--- config.mk ---
export PLATFORM = sky130hd
export DESIGN_NAME = mmio_decoder
export DESIGN_NICKNAME = d
export VERILOG_FILES = /design/src/rtl/mmio_decoder.sv
export SDC_FILE = /design/constraint.sdc
export NUM_CORES = 1
export LEC_CHECK = 0
export CORE_AREA = 2 2 117 119
export DETAILED_ROUTE_END_ITERATION = 12
export DIE_AREA = 0 0 119 121
export SYNTH_ARGS = -nofsm -noshare
export SYNTH_HDL_FRONTEND = slang
export SYNTH_SLANG_ARGS = --single-unit
--- constraint.sdc ---
create_clock -name vclk -period 1.55
set_input_delay 0.31 -clock vclk [all_inputs]
set_output_delay 0.31 -clock vclk [all_outputs]
set_load 0.01 [all_outputs]
--- src/rtl/mmio_decoder.sv ---
// mmio_decoder: steers each CPU data-memory request to main RAM or the DMA
// controller's MMIO window by address, and muxes the selected slave's
// ready/rdata back to the CPU. Purely combinational; rst only gates outputs.
module mmio_decoder #(
  parameter int unsigned           ADDR_W         = 32,
  parameter int unsigned           XLEN           = 32,
  parameter logic [ADDR_W-1:0]     DMA_ADDR_MASK  = 32'hFFFF_FFE0,
  parameter logic [ADDR_W-1:0]     DMA_ADDR_MATCH = 32'h4000_0000
) (
  input  logic              clk,
  input  logic              rst,

  input  logic              cpu_mem_req,
  input  logic              cpu_mem_we,
  input  logic [ADDR_W-1:0] cpu_mem_addr,
  input  logic [XLEN-1:0]   cpu_mem_wdata,
  output logic [XLEN-1:0]   cpu_mem_rdata,
  output logic              cpu_mem_ready,

  output logic              ram_mem_req,
  output logic              ram_mem_we,
  output logic [ADDR_W-1:0] ram_mem_addr,
  output logic [XLEN-1:0]   ram_mem_wdata,
  input  logic [XLEN-1:0]   ram_mem_rdata,
  input  logic              ram_mem_ready,

  output logic              dma_mmio_req,
  output logic              dma_mmio_we,
  output logic [ADDR_W-1:0] dma_mmio_addr,
  output logic [XLEN-1:0]   dma_mmio_wdata,
  input  logic [XLEN-1:0]   dma_mmio_rdata,
  input  logic              dma_mmio_ready
);

  // The clock is part of the bus contract but nothing here is registered.
  logic unused_clk;
  assign unused_clk = clk;

  // Slave selected for the current request.
  typedef enum logic [1:0] {
    SEL_NONE = 2'd0,
    SEL_RAM  = 2'd1,
    SEL_DMA  = 2'd2
  } sel_e;

  logic dma_hit;
  sel_e sel;

  // Full-address compare against the DMA window; no aliasing.
  assign dma_hit = ((cpu_mem_addr & DMA_ADDR_MASK) == DMA_ADDR_MATCH);

  // Pick at most one slave; reset forces no selection without a clock.
  always_comb begin
    // NOTE: every always_comb output gets a default first so no path can
    // leave it unassigned and infer a latch.
    sel = SEL_NONE;
    if (!rst && cpu_mem_req) begin
      sel = dma_hit ? SEL_DMA : SEL_RAM;
    end
  end

  // Request lines are the only thing that distinguishes the two slaves.
  assign ram_mem_req  = (sel == SEL_RAM);
  assign dma_mmio_req = (sel == SEL_DMA);

  // Write enable, address and data go to both slaves unmodified, even in
  // reset; each slave decodes its own offset from the full address.
  assign ram_mem_we     = cpu_mem_we;
  assign ram_mem_addr   = cpu_mem_addr;
  assign ram_mem_wdata  = cpu_mem_wdata;
  assign dma_mmio_we    = cpu_mem_we;
  assign dma_mmio_addr  = cpu_mem_addr;
  assign dma_mmio_wdata = cpu_mem_wdata;

  // Return path: selected slave's ready/rdata, zero when nothing selected.
  always_comb begin
    cpu_mem_ready = 1'b0;
    cpu_mem_rdata = '0;
    unique case (sel)
      SEL_RAM: begin
        cpu_mem_ready = ram_mem_ready;
        cpu_mem_rdata = ram_mem_rdata;
      end
      SEL_DMA: begin
        cpu_mem_ready = dma_mmio_ready;
        cpu_mem_rdata = dma_mmio_rdata;
      end
      default: begin
        cpu_mem_ready = 1'b0;
        cpu_mem_rdata = '0;
      end
    endcase
  end

endmodule

# Yosys cells after proc, flatten, opt, wreduce, memory -nomap -nowiden
# Cells that the tools add are included.
[totals]
latchBits = 0
mem_bits_rw = 0
ff_bits = 0
mem_bits_ro = 0
wordCells = 9
out_inout_bits = 165
mem_count = 0
[classes]
eq_ne = 3
multipliers = 0
reduce_logical = 2
n_div = 0
muxes = 4
add_sub_neg = 0
n_bitwise = 0
shift = 0
magnitude_cmp = 0
[op_table]
columns = ["operator", "n"]
rows = [
  ["32-bit one-hot mux with 2 select lines", 1],
  ["27-bit by 26-bit == test with 1-bit output, second input constant", 1],
  ["2-bit two-way mux", 2],
  ["2-bit by 1-bit == test with 1-bit output, second input constant", 1],
  ["2-bit == test, second input constant", 1],
  ["1-bit one-hot mux with 2 select lines", 1],
  ["1-bit logical AND", 1],
  ["1-bit logical NOT", 1],
]

# Longest topological paths before layout
# Gate-level depths: netlist of the first run.
[logic_depth]
ltp_word = 5
ltp_mapped = 6
mapped_depth_nobuf = 4

# Worst setup path after synthesis of the first run
# OpenSTA, ideal clock, no wires.
[synth_timing]
path_kind = "input -> output"
from = "input cpu_mem_addr[19]"
to = "output cpu_mem_rdata[10]"
setup_slack_ps = -105
n_path_buf = 2
cell_stages = 6
required_time_ps = 1240
arrival_time_ps = 1345
path_cell_list = "nor4_2 -> and4_1 -> buf_4 -> buf_4 -> nand3_1 -> a21oi_1"
[synth_via]
elab_chain_len = 5
word_cells_on_any_way = 6
classes_between = "eq/ne (3); mux (3)"
[synth_rtl]
columns = ["element", "line_no", "rtl"]
rows = [
  ["from (decl)", "15", "input logic [ADDR_W-1:0] cpu_mem_addr,"],
  ["27-bit by 26-bit == test with 1-bit output *", "50", "assign dma_hit = ((cpu_mem_addr & DMA_ADDR_MASK) == DMA_ADDR_MATCH);"],
  ["2-bit two-way mux *", "58", "sel = dma_hit ? SEL_DMA : SEL_RAM;"],
  ["2-bit two-way mux *", "57", "if (!rst && cpu_mem_req) begin"],
  ["2-bit == test / 2-bit by 1-bit == test with 1-bit output (equally long branches)", "79", "unique case (sel)"],
  ["32-bit one-hot mux with 2 select lines *", "79", ""],
  ["to (decl)", "17", "output logic [XLEN-1:0] cpu_mem_rdata,"],
]
# Every way passes the cells marked *; elsewhere a longest branch is shown, timed or not.

# Worst setup path after layout of the first run
[layout_timing]
from = "input cpu_mem_addr[15]"
to = "output cpu_mem_rdata[8]"
# The elaborated chain is that of the path after synthesis.

==> run metrics, run 1 <==
YS warnings 0; synth top area cells buf_4 (61%), a21oi_1 (10%), nand3_1 (9.7%), o21ai_1 (8.6%), nor4_2 (4.4%); Worst Path Required 1.24 ns; status finished, violations left; RSZ-0062 raised after global routing true; DR vias/cell 3.90; DRC violations left 0; post-synthesis sequential area ratio 0%; Clock Buffer Count 0; initial core utilization 12.9%; ant diodes 0; final std cells w/o fill 524; count of final max-slew check failures 0; largest net degree at the start of global routing 21; crit path DAT 1.70 ns; initial antenna violation count 0; Hold Vio Cnt, Final 0; failing checks setup timing; Die H 121 um; Fmax 496 MHz; DP HPWL 6510 um; antenna-violating nets left 0; Placement Setup Slack -1.35 ns; nets 484; Routed met3 length 770 um; IO buf count 184; width of the chip 119 um; Core Area 13100 um2; routed wire length per instance 16.9 um; Area Growth Syn to Fin 109%; DP Cell Count 504; Yosys top cell by area buf_4; Fill cells 1413; Least-Margin Pin Slew 0.252 ns; first-pass GRT wire length 12800 um; Ports 299; Final period util 130%; area share of xor/xnor cells in the synthesized design 0%; 1st-iter DRT viols 44; kind of critical path input port to output pin; CP max FO 5; Final Util 27.1%; WHS 0.620 ns; cell count after synthesis 261; Distinct cells, synth 13; GR Overflow Total 0; Leak 1.25 nW; num sequential 0; Sequential Area 0 um2; top layer in use met4; Crit. End Element output pin; WL final 8870 um; all-layer global routing usage 11.2%; total die area 14400 um2; Final setup viols 35; syn_area_per_cell 6.49 um2; Min-Delay Path Class input port to output pin; DRT met1 WL 3100 um; largest family of logic cells by synthesized area buffers and inverters; first drt pass iteration count 4; # rows 42; mux contribution to synthesized area 0%; Multi-input gate area 1070 um2; Syn Nets 395; Worst setup SP type input port; ratio of cells with drive above 1 in the final layout 56.3%; fraction of the mapped netlist area in simple logic gates 16.8%; vias in the first global route 2275; Max rail drop VDD 112 uV; Max-slew headroom 83.1%; Synth Area in Adders 0%; Final WS setup -0.464 ns; Synth Area in Compound Gates 19.8%; Synth Cell Area 1690 um2; Placer Congestion 0.803; Pwr Density 194 nW/um2; Final min period 2.01 ns; share of the synthesized area in the top cell type 61.2%; WL met2 4780 um; via count 2044; Max-Cap Viols 0
## through the flow
stage	instance area (um2)	TNS, ns	power, mW
2_1_floorplan	1910	-1.28	0.448
3_3_place_gp	3140	-54.56	0.704
3_5_place_dp	3140	-56.19	0.705
4_1_cts	3400	-14.36	0.683
5_1_grt	3540	-15.97	0.724
6_report	3540	-13.59	0.688
## synthesized netlist by cell type (all sizes together)
master,count
nor4,6
nor2,1
nand3,33
clkbuf,9
and4,2
nand2b,1
nor3,1
nand4,2
a21oi,34
o21ai,33
buf,139
## where the power goes
part,switching [mW],internal (mW)
Clock,0,0
Sequential,0,0
Combinational,0.258,0.429
## placed cells by master, fill, tap and decap left out, types with 3 or more instances in the layout
master,instances
buf_12,11
clkdlybuf4s50_1,120
buf_4,25
a21oi_2,34
o21ai_0,3
buf_6,18
nand3_2,20
buf_2,46
nand3_4,7
nor4_4,6
o21ai_1,16
o21ai_2,12
nand3_1,6
buf_8,5
## critical path, stage by stage
cell,delay [ns]
buf_6,0.10
nor4_4,0.30
and4_4,0.32
buf_12,0.15
buf_6,0.11
nand3_2,0.07
a21oi_2,0.18
buf_2,0.16
## path summary, 6_finish.rpt
kind | startpoint | to | slack, ns | cells after the start
setup / recovery | cpu_mem_addr[15] | cpu_mem_rdata[8] | -0.46 | 8
hold / removal | cpu_mem_wdata[24] | dma_mmio_wdata[24] | 0.62 | 0
## timing repair
action	4_1_cts	5_1_grt
hold buffers	0	0
hold endpoints to repair	0	0
gates cloned	4	0
pin swaps	41	27
setup buffers	13	3
gates resized for setup	314	34
setup endpoints to repair	89	38
## cell type report
class | instances | area share (%)
Timing Repair Buffer | 235 | 63.5
Multi-Input combinational cell | 113 | 30.2
Tap cell | 176 | 6.22
## cell families (layout without fill, tap and decap cells)
| logic type | Yosys count | in the layout |
|---|---|---|
| AO/OA/AOI/OAI | 67 | 67 |
| buffers and inverters | 148 | 235 |
| AND/OR/NAND/NOR | 46 | 46 |
## layer usage
layer  track usage [%]  up-vias
met5                 0        -
met4              3.42        0
met3              2.26       25
met2              22.3      140
met1              11.6      944
li1                  -      935
Note: power is estimated with default switching activity, not from simulation.
==> run 2, diff against run 1 <==
Settings changed: ABC_CLOCK_PERIOD_IN_PS from default to 1550.
==> results of run 2 <==
The final DEF is identical to that of run 1; final timing and power are the same.
